### config.mk
export PLATFORM = sky130hd
export DESIGN_NAME = mp_add_seq_flat
export DESIGN_NICKNAME = d
export VERILOG_FILES = /design/src/rtl/mp_add_seq_if.sv /design/src/rtl/mp_add_seq.sv /design/src/flat_wrapper.sv
export SDC_FILE = /design/constraint.sdc
export NUM_CORES = 1
export LEC_CHECK = 0
export BUFFER_PORTS_ARGS = -buffer_cell sky130_fd_sc_hd__buf_2
export CORE_UTILIZATION = 41
export CTS_CLUSTER_DIAMETER = 100
export DETAILED_ROUTE_END_ITERATION = 6
export PLACE_DENSITY_LB_ADDON = 0.05
export RECOVER_POWER = 50
export SLEW_MARGIN = 40
export SYNTH_ARGS = -nofsm -noshare
export SYNTH_HDL_FRONTEND = slang
export SYNTH_SLANG_ARGS = --single-unit
### constraint.sdc
create_clock -name clk -period 2.2 [get_ports clk]
set_input_delay 0.22 -clock clk [delete_from_list [all_inputs] [get_ports clk]]
set_output_delay 0.22 -clock clk [all_outputs]
set_load 0.02 [all_outputs]
### src/rtl/mp_add_seq_if.sv
// ============================================================================
// Module      : mp_add_seq_if
// Description : Operand stream, adder drive and result stream bundle for
//               mp_add_seq. Carries op_sub when MP_ADD_SEQ_SUB_EN is defined.
// Revision    : 1.0 - initial release
// ============================================================================
`default_nettype none
`timescale 1ns/1ps

interface mp_add_seq_if;
    logic        op_cin;
    logic        op_abort;
`ifdef MP_ADD_SEQ_SUB_EN
    logic        op_sub;
`endif
    logic        in_valid;
    logic        in_ready;
    logic [15:0] in_a;
    logic [15:0] in_b;
    logic [15:0] add_a;
    logic [15:0] add_b;
    logic        add_cin;
    logic [15:0] add_sum;
    logic        add_cout;
    logic        out_valid;
    logic        out_ready;
    logic [15:0] out_sum;
    logic        out_last;
    logic        out_cout;
    logic        busy;

    // Environment side: operand source, adder and result consumer.
    modport master (
`ifdef MP_ADD_SEQ_SUB_EN
        output op_sub,
`endif
        output op_cin, op_abort, in_valid, in_a, in_b, add_sum, add_cout, out_ready,
        input  in_ready, add_a, add_b, add_cin, out_valid, out_sum, out_last, out_cout, busy
    );

    // Sequencer side.
    modport slave (
`ifdef MP_ADD_SEQ_SUB_EN
        input  op_sub,
`endif
        input  op_cin, op_abort, in_valid, in_a, in_b, add_sum, add_cout, out_ready,
        output in_ready, add_a, add_b, add_cin, out_valid, out_sum, out_last, out_cout, busy
    );
endinterface

`default_nettype wire

### src/rtl/mp_add_seq.sv
// ============================================================================
// Module      : mp_add_seq
// Description : Multi-precision add sequencer feeding a 16-bit adder one word
//               pair per beat, LSW first. Optional macro MP_ADD_SEQ_SUB_EN
//               adds A-B support via op_sub.
// Revision    : 1.0 - initial release
// ============================================================================
`default_nettype none
`timescale 1ns/1ps

module mp_add_seq #(
    parameter int WORDS = 4,
    parameter int CW    = 4
) (
    input  wire logic    clk,
    input  wire logic    rst,
    mp_add_seq_if.slave  bus
);

    generate
        if ((WORDS < 2) || ((1 << CW) < WORDS)) begin : g_bad_params
            $error("mp_add_seq: illegal parameters WORDS=%0d CW=%0d", WORDS, CW);
        end
    endgenerate

    localparam logic [CW-1:0] C_LAST = CW'(WORDS - 1);

    typedef enum logic [0:0] {
        S_IDLE = 1'b0,
        S_RUN  = 1'b1
    } state_t;

    state_t        r_state;
    logic [CW-1:0] r_cnt;
    logic          r_carry;
    logic          r_out_valid;
    logic [15:0]   r_out_sum;
    logic          r_out_last;
    logic          r_out_cout;

    logic w_first;
    logic w_last;
    logic w_out_free;
    logic w_in_ready;
    logic w_accept;

    assign w_first    = (r_cnt == '0);
    assign w_last     = (r_cnt == C_LAST);
    assign w_out_free = !r_out_valid || bus.out_ready;
    assign w_in_ready = w_out_free && !bus.op_abort && !rst;
    assign w_accept   = bus.in_valid && w_in_ready;

    assign bus.in_ready  = w_in_ready;
    assign bus.add_a     = bus.in_a;
    assign bus.out_valid = r_out_valid;
    assign bus.out_sum   = r_out_sum;
    assign bus.out_last  = r_out_last;
    assign bus.out_cout  = r_out_cout;
    assign bus.busy      = (r_state == S_RUN);

`ifdef MP_ADD_SEQ_SUB_EN
    logic r_sub;
    logic w_sub;

    // Subtract mode is latched from word 0 and applies to every later word.
    assign w_sub       = w_first ? bus.op_sub : r_sub;
    assign bus.add_b   = w_sub ? ~bus.in_b : bus.in_b;
    assign bus.add_cin = w_first ? (w_sub | bus.op_cin) : r_carry;
`else
    assign bus.add_b   = bus.in_b;
    assign bus.add_cin = w_first ? bus.op_cin : r_carry;
`endif

    always_ff @(posedge clk) begin
        if (rst) begin
            r_state     <= S_IDLE;
            r_cnt       <= '0;
            r_carry     <= 1'b0;
            r_out_valid <= 1'b0;
            r_out_sum   <= '0;
            r_out_last  <= 1'b0;
            r_out_cout  <= 1'b0;
`ifdef MP_ADD_SEQ_SUB_EN
            r_sub       <= 1'b0;
`endif
        end else begin
            // Result register: load on accept, otherwise drain independently of abort.
            if (w_accept) begin
                r_out_valid <= 1'b1;
                r_out_sum   <= bus.add_sum;
                r_out_last  <= w_last;
                r_out_cout  <= w_last ? bus.add_cout : 1'b0;
            end else if (r_out_valid && bus.out_ready) begin
                r_out_valid <= 1'b0;
            end

            if (bus.op_abort) begin
                r_state <= S_IDLE;
                r_cnt   <= '0;
                r_carry <= 1'b0;
`ifdef MP_ADD_SEQ_SUB_EN
                r_sub   <= 1'b0;
`endif
            end else if (w_accept) begin
                r_carry <= bus.add_cout;
                r_cnt   <= w_last ? '0 : r_cnt + CW'(1);
                r_state <= w_last ? S_IDLE : S_RUN;
`ifdef MP_ADD_SEQ_SUB_EN
                r_sub   <= w_last ? 1'b0 : w_sub;
`endif
            end
        end
    end

endmodule

`default_nettype wire
### src/flat_wrapper.sv
// flat-port wrapper written by rule: the top's interface ports become plain ports
module mp_add_seq_flat 
#(
    parameter int WORDS = 4,
    parameter int CW    = 4
)
  (clk, rst, bus_op_cin, bus_op_abort, bus_in_valid, bus_in_a, bus_in_b, bus_add_sum, bus_add_cout, bus_out_ready, bus_in_ready, bus_add_a, bus_add_b, bus_add_cin, bus_out_valid, bus_out_sum, bus_out_last, bus_out_cout, bus_busy);
  mp_add_seq_if bus_i ();
  input  wire logic clk;
  input  wire logic rst;
  input wire logic [$bits(bus_i.op_cin)-1:0] bus_op_cin;
  input wire logic [$bits(bus_i.op_abort)-1:0] bus_op_abort;
  input wire logic [$bits(bus_i.in_valid)-1:0] bus_in_valid;
  input wire logic [$bits(bus_i.in_a)-1:0] bus_in_a;
  input wire logic [$bits(bus_i.in_b)-1:0] bus_in_b;
  input wire logic [$bits(bus_i.add_sum)-1:0] bus_add_sum;
  input wire logic [$bits(bus_i.add_cout)-1:0] bus_add_cout;
  input wire logic [$bits(bus_i.out_ready)-1:0] bus_out_ready;
  output wire logic [$bits(bus_i.in_ready)-1:0] bus_in_ready;
  output wire logic [$bits(bus_i.add_a)-1:0] bus_add_a;
  output wire logic [$bits(bus_i.add_b)-1:0] bus_add_b;
  output wire logic [$bits(bus_i.add_cin)-1:0] bus_add_cin;
  output wire logic [$bits(bus_i.out_valid)-1:0] bus_out_valid;
  output wire logic [$bits(bus_i.out_sum)-1:0] bus_out_sum;
  output wire logic [$bits(bus_i.out_last)-1:0] bus_out_last;
  output wire logic [$bits(bus_i.out_cout)-1:0] bus_out_cout;
  output wire logic [$bits(bus_i.busy)-1:0] bus_busy;
  assign bus_i.op_cin = bus_op_cin;
  assign bus_i.op_abort = bus_op_abort;
  assign bus_i.in_valid = bus_in_valid;
  assign bus_i.in_a = bus_in_a;
  assign bus_i.in_b = bus_in_b;
  assign bus_i.add_sum = bus_add_sum;
  assign bus_i.add_cout = bus_add_cout;
  assign bus_i.out_ready = bus_out_ready;
  assign bus_in_ready = bus_i.in_ready;
  assign bus_add_a = bus_i.add_a;
  assign bus_add_b = bus_i.add_b;
  assign bus_add_cin = bus_i.add_cin;
  assign bus_out_valid = bus_i.out_valid;
  assign bus_out_sum = bus_i.out_sum;
  assign bus_out_last = bus_i.out_last;
  assign bus_out_cout = bus_i.out_cout;
  assign bus_busy = bus_i.busy;
  mp_add_seq #(.WORDS(WORDS), .CW(CW)) u_core (.clk(clk), .rst(rst), .bus(bus_i));
endmodule
Word-level counts from Yosys, hierarchy flattened
Cells that the tools add are included.

word-level totals
  bits in registers = 25
  input bits = 55
  logic and storage cells = 26

cells by class
  add/sub/neg operators = 1
  equal/unequal tests = 1
  multiplexer cells = 6
  reduce and logical (&&, ||, !) cells = 11

operators with widths
  kind                                            number
  two-way mux 1 bit                               5
  adder 4 x 1 -> 4 bit (second input constant)    1
  == test 4 x 2 -> 1 bit (second input constant)  1
  logical AND 1 bit                               4
  zero test 4 bit                                 1
  two-way mux 4 bit                               1
  zero test 1 bit                                 3
  nonzero test 2 bit                              1
  OR reduction 2 bit                              1
  logical OR 1 bit                                1

Longest topological paths before layout
Gate-level depths: netlist of run 1.

  depth in word-level cells = 6
  mapped depth = 4
  gate-level depth less buffers = 4

Least setup slack after synthesis of run 1
Ideal clock, no wire load.

  path type = register -> register
  from = register u_core.r_out_valid, in the netlist u_core.bus.out_valid
  to = register u_core.r_out_last, in the netlist u_core.bus.out_last
  library setup time = 0.121 ns
  data arrival time = 1.180 ns
  data required time = 2.079 ns
  setup slack = 0.899 ns
  cell stages (with the launch flop) = 4
  period minus slack after synthesis = 1.301 ns
  cells stage by stage = dfxtp_1 nand2b_1 nand3_1 mux2_2

between the ends
  longest elaborated chain between the ends = 5

RTL lines
  element                          line              RTL
  start: declaration               mp_add_seq.sv:36  logic r_out_valid;
  start signal: assignment         mp_add_seq.sv:79  r_out_valid <= 1'b0;
  start signal: assignment         mp_add_seq.sv:89  r_out_valid <= 1'b1;
  start signal: assignment         mp_add_seq.sv:94  r_out_valid <= 1'b0;
  zero test 1 bit                  mp_add_seq.sv:49  assign w_out_free = !r_out_valid || bus.out_ready;
  logical OR 1 bit                 mp_add_seq.sv:49
  logical AND 1 bit (2 in series)  mp_add_seq.sv:50  assign w_in_ready = w_out_free && !bus.op_abort && !rst;
  logical AND 1 bit                mp_add_seq.sv:51  assign w_accept = bus.in_valid && w_in_ready;
  end signal: assignment           mp_add_seq.sv:91  r_out_last <= w_last;
  end: declaration                 mp_add_seq.sv:38  logic r_out_last;

No other way between the ends.
A chain may end at the register's enable or synchronous reset.

Worst setup path after layout of run 1
  from = register u_core.r_cnt[0]
  to = output port bus_add_cin

between the ends
  longest elaborated chain between the ends = 2

RTL lines
  element                   line                RTL
  start: declaration        mp_add_seq.sv:34    logic [CW-1:0] r_cnt;
  start signal: assignment  mp_add_seq.sv:106   r_cnt <= w_last ? '0 : r_cnt + CW'(1);
  zero test 4 bit           mp_add_seq.sv:47    assign w_first = (r_cnt == '0);
  two-way mux 1 bit         mp_add_seq.sv:71    assign bus.add_cin = w_first ? bus.op_cin : r_carry;
  end: declaration          flat_wrapper.sv:22  output wire logic [$bits(bus_i.add_cin)-1:0] bus_add_cin;

No other way between the ends.

==> flow_summary.ini, run 1 <==
[run_status]
status = finished, final reports clean

[worst_setup_path]
worstSetupPathType = flip-flop to output port
crit_arrival_ns = 1.51
path_cells = inv_1 -> ha_1 -> nand2_1 -> mux2_2 -> buf_2
cp-end-kind = output port
slowest_stage = dfxtp_1
crit_required_ns = 1.98
startpoint_type = flip-flop
cp_slowest_stage_delay_ns = 0.42
reg2reg_setup_slack_ns = 0.78
crit_fanout = 5

[synth]
synth_ff_type = dfxtp_1
synthTopCellsByArea = dfxtp_1 (38%), buf_4 (18%), o311ai_0 (12%), o21ai_0 (6.1%), inv_1 (5.4%)
synth_compound_area_frac = 0.222
async_flop_share = 0
syn_avg_cell_area_um2 = 8.58
synth_cells = 154
synth_seq_cells = 25
syn_nets = 211
synthSimpleGateAreaFrac = 0.0919
synth_cell_types = 30
yosysWarnings = 0
yosys.area.top_type_share = 0.379
yosysTopAreaCell = dfxtp_1
synth-adder-area-share = 0.0189
synth-xor-area-share = 0
seq_area_frac_synth = 0.379
syn_area_um2 = 1320
synth-edff-count = 0
synth_top_family_by_area = buffers and inverters
synth.mux.area_fraction = 0.0246

[clocking]
cts_setup_buffers = 0
clk_pin_slew_ns = 0.13
worstSkewPairLatency_ns = 0.31
ctsHoldBuffers = 0
clkSinkCount = 25
cts-root-buf = clkbuf_4
cts-resized-gates = 0
clockBufferDepth = 2
cts_tree = done
h-tree-depth = 1
cts_buffers = 3

[drt]
drt-pass1-iter-count = 4
ant_nets = 0
post-route-drc-count = 0
drt_wl_total_um = 2950
routedWlPerCell_um = 14.2
vias_per_cell = 5.24
vias = 1089
drt-initial-drc-count = 42

[placed_design]
dpl_cell_area_um2 = 1340
place_ws_ns = 0.551
port_buffers = 44
dp_hpwl_um = 2110
gp_congestion = 0.783

[grt]
antenna_found_initial = 0
gr-usage-met1 = 0.185
grt_pass1_wl_um = 4350
busiest_layer = met2
grtUsageMet2 = 0.266
grt-ovfl-total = 0
use_met3 = 0.0418
grt_use_total = 0.165
grt_pass1_vias = 940
grt_max_degree = 23

[floorplanning]
die_area_um2 = 3450
fp.dieW_um = 58.8
ios = 109
coreArea_um2 = 3050
fp-row-count = 20
die_h_um = 58.8
start_util = 0.433

[sta]
fmax_mhz = 578
slew_viol_final = 0
setup_ws_ns = 0.471
tightest_slew_ns = 0.543
hold_viol_final = 0
finalSetupViolCount = 0
relSlewSlack = 0.637
skew_ns = 0.00127
rsz0062_at_grt = no
worst_hold_slack_ns = 0.132
min_period_ns = 1.73
finalSetupTns_ns = 0
period_share = 0.786

[power]
power.density_nw_per_um2 = 586
p_leak_uw = 0.000620
peakVddDrop_v = 0.000245

[cells_and_area]
fin_area_um2 = 1360
area_growth_pct = 2.84
num-nets-final = 222
num_antenna_cells = 0
fillCellCount = 334
multi_input_area_um2 = 474
regArea_um2 = 500
final_cell_mix = buf_2 (38), dfxtp_1 (25), inv_1 (19), o311ai_0 (18), o21ai_0 (16)
final_common_cell = buf_2
drive_gt1_frac = 0.293

[flow_run]
cap_viol_max_count = 0

[worst_hold_path]
hp-class = input pin to flip-flop
[registers in the layout, summed over array words and instances (netlist names)]
register	count
u_core.bus.busy	1
u_core.bus.out_last	1
u_core.bus.out_sum	16
u_core.bus.out_valid	1
u_core.bus.out_cout	1
u_core.r_carry	1
u_core.r_cnt	4
[final cells by class]
cell class                      instances  share of cell area
Sequential cell                        25               0.368
Timing Repair Buffer                   46               0.168
Inverter                               20              0.0552
Multi-Input combinational cell         69               0.349
Tap cell                               44              0.0405
Clock buffer                            4              0.0193
[worst max-delay path, delay by kind of cell (launching register included)]
kind	cells	cell delay (ns)
flip-flops	1	0.42
multiplexers	1	0.32
adder cells (fa/ha/maj)	1	0.19
AND/OR/NAND/NOR	1	0.06
buffers and inverters	2	0.22
[cells by family after synthesis]
family,Yosys count
AND/OR/NAND/NOR,21
adder cells (fa/ha/maj),2
buffers and inverters,60
multiplexers,3
AO/OA/AOI/OAI,43
flip-flops,25
[synthesized netlist by cell type, types with 2 or more instances]
master / instances
buf_4: 32
dfxtp_1: 25
inv_1: 19
o311ai_0: 18
o21ai_0: 16
clkbuf_1: 5
nand3_1: 4
a21oi_1: 3
nand2_1: 3
o21ai_1: 3
clkbuf_2: 2
ha_1: 2
mux2_2: 2
nand4_1: 2
nor2_1: 2
nor2b_1: 2
[worst paths after layout]
path,start,endpoint,cells after the start
setup / recovery,u_core.r_cnt[0],bus_add_cin,5
hold reg to reg,u_core.r_carry,u_core.r_carry,2
setup reg to reg,u_core.r_cnt[0],u_core.bus.out_cout,4
hold / removal,bus_add_sum[1],u_core.bus.out_sum[1],3
[per-layer routing]
layer,wire length [um],part of all wire
met3,233,0.079
met2,1460,0.49
met5,0,0
met1,1150,0.39
met4,108,0.037
[stage by stage]
stage                     utilization  power (uW)  cells
after floorplan                     -         640    154
after global placement          0.438         607    204
after detailed placement        0.438         608    204
after CTS                       0.447         809    208
after global routing            0.445         843    208
final                           0.445         796    208
[power breakdown]
group          internal (uW)  total, uW  switching [uW]
combinational           41.9        116            74.5
sequential               471        480            9.04
clock                   70.7        200             129
Power figures use the tool's default switching activity.
==> inputs of run 2 (changes only) <==
--- a/config.mk
+++ b/config.mk
@@ -6,7 +6,7 @@
 export NUM_CORES = 1
 export LEC_CHECK = 0
 export BUFFER_PORTS_ARGS = -buffer_cell sky130_fd_sc_hd__buf_2
-export CORE_UTILIZATION = 41
+export CORE_UTILIZATION = 38
 export CTS_CLUSTER_DIAMETER = 100
 export DETAILED_ROUTE_END_ITERATION = 6
 export PLACE_DENSITY_LB_ADDON = 0.05
==> constraint.sdc (replaced) <==
create_clock -name clk -period 1.8 [get_ports clk]
set_input_delay 0.18 -clock clk [delete_from_list [all_inputs] [get_ports clk]]
set_output_delay 0.18 -clock clk [all_outputs]
set_load 0.02 [all_outputs]
==> run 2 against run 1 <==
Against the previous run:
- first-iteration DRC count shrank 9.5%
- core utilization down 3.5 points
- clock power grew 28%
- sequential power up 22%
- critical path depth stayed put
- register-to-register slack worse by 0.35 ns
- design area rose by 0.64%
- worst hold slack got worse by 0.055 ns
- clock-buffer cell count unchanged
- via count grew 2.5%
==> flow_summary.ini, run 2 (synthesized netlist as in run 1, its figures left out) <==
[run_status]
status = finished, final reports clean

[sta]
min_period_ns = 1.65
tightest_slew_ns = 0.458
rsz0062_at_grt = no
relSlewSlack = 0.694
hold_viol_final = 0
finalSetupTns_ns = 0
skew_ns = 0.00465
finalSetupViolCount = 0
period_share = 0.917
fmax_mhz = 606
slew_viol_final = 0
setup_ws_ns = 0.149

[grt]
grt_pass1_vias = 965
grt_max_degree = 23
grt_pass1_wl_um = 4530
antenna_found_initial = 0
grt_use_total = 0.166
grt-ovfl-total = 0

[drt]
post-route-drc-count = 0
drt_wl_total_um = 2960
vias_per_cell = 5.29
ant_nets = 0
routedWlPerCell_um = 14.0
vias = 1116
drt-pass1-iter-count = 6
drt-initial-drc-count = 38

[power]
clkPwrFrac = 0.261
power.net_switching_uw = 272
switching_share = 0.276
peakVddDrop_v = 0.000246
pwr-share-comb = 0.144
seqPwrFrac = 0.595
p_leak_uw = 0.000626
power.density_nw_per_um2 = 721
internal_power_uw = 714

[worst_setup_path]
startpoint_type = flip-flop
rr_endpoint = u_core.bus.out_valid
crit_start = u_core.r_cnt[1]
r2r_cells = 4
cp-end-kind = output port
worstSetupEndpoint = bus_add_cin
worstSetupPathType = flip-flop to output port
crit_arrival_ns = 1.47
reg2reg_setup_slack_ns = 0.43
r2r-start = u_core.bus.out_valid
crit_fanout = 3
crit_required_ns = 1.62

[flow_run]
cap_viol_max_count = 0

[clocking]
cts-root-buf = clkbuf_4
cts_buffers = 3
clockBufferDepth = 2
h-tree-depth = 1
worstSkewPairLatency_ns = 0.32
cts_tree = done
ctsHoldBuffers = 0
clk_pin_slew_ns = 0.14
clkSinkCount = 25

[cells_and_area]
num-nets-final = 223
final_common_cell = buf_2
regArea_um2 = 502
drive_gt1_frac = 0.297
largest_reg_flops = 16
fin_area_um2 = 1370
multi_input_area_um2 = 472
fillCellCount = 373
area_growth_pct = 3.50
final_cell_mix = buf_2 (38), dfxtp_1 (24), inv_1 (19), o311ai_0 (18), o21ai_0 (16)
num_antenna_cells = 0

[placed_design]
place_ws_ns = 0.358
dpl_cell_area_um2 = 1350
gp_congestion = 0.781
dp_hpwl_um = 2040
port_buffers = 44

[floorplanning]
ios = 109
start_util = 0.396
die_area_um2 = 3720
coreArea_um2 = 3340
fp-row-count = 21
fp.dieW_um = 61.0
die_h_um = 61.0

[worst_hold_path]
hp-class = input pin to flip-flop
run 2: routing by layer:
metal	wire length, um	share of wire	global-route usage	vias up
met3	244	0.083	0.0469	18
met2	1330	0.45	0.256	51
met4	85	0.029	0.104	0
met1	1290	0.44	0.204	511
met5	0	0	0	-
li1	-	-	-	536
run 2: layout make-up:
type | count | area share
flip-flops and latches | 25 | 0.367
multi-input cells | 69 | 0.345
repair buffers | 47 | 0.172
inverters | 20 | 0.0549
well taps | 46 | 0.0421
clock buffers | 4 | 0.0192
run 2: worst min-delay path by stage:
stage / startpoint / endpoint / slack, ns / depth (start not counted)
finish: bus_add_sum[2] / u_core.bus.out_sum[2] / 0.08 / 3
global route: bus_add_sum[3] / u_core.bus.out_sum[3] / 0.06 / 3
CTS: bus_add_sum[1] / u_core.bus.out_sum[1] / 0.07 / 3
detailed placement: bus_in_a[12] / bus_add_a[12] / 0.36 / 0
global placement: bus_in_a[12] / bus_add_a[12] / 0.36 / 0
floorplan: rst / u_core.bus.out_valid / 0.25 / 1
run 2: worst max-delay path: stages (launching register included):
cell     delay [ns]
dfxtp_1        0.38
inv_1          0.07
ha_1           0.17
nand2_1        0.06
mux2_2         0.32
buf_2          0.16
run 2: power groups by stage:
stage | Clock [uW] | Sequential (uW) | Combinational, uW
6_report | 257 | 587 | 142
3_5_place_dp | 0 | 598 | 145
5_1_grt | 301 | 591 | 159
4_1_cts | 271 | 587 | 145
2_1_floorplan | 0 | 622 | 161
3_3_place_gp | 0 | 598 | 146
run 2: stage by stage:
stage	hold WS (ns)	power (uW)	utilization	instances
6_report	0.0766	986	0.410	211
3_5_place_dp	0.360	743	0.404	207
3_3_place_gp	0.360	743	0.404	207
2_1_floorplan	0.249	783	-	154
4_1_cts	0.0665	1000	0.412	211
5_1_grt	0.0582	1050	0.410	211
run 2: repair_timing:
item                                    4_1_cts  5_1_grt
buffers inserted                              0        0
endpoints found under the setup margin        0        1
resized for setup                             0        1
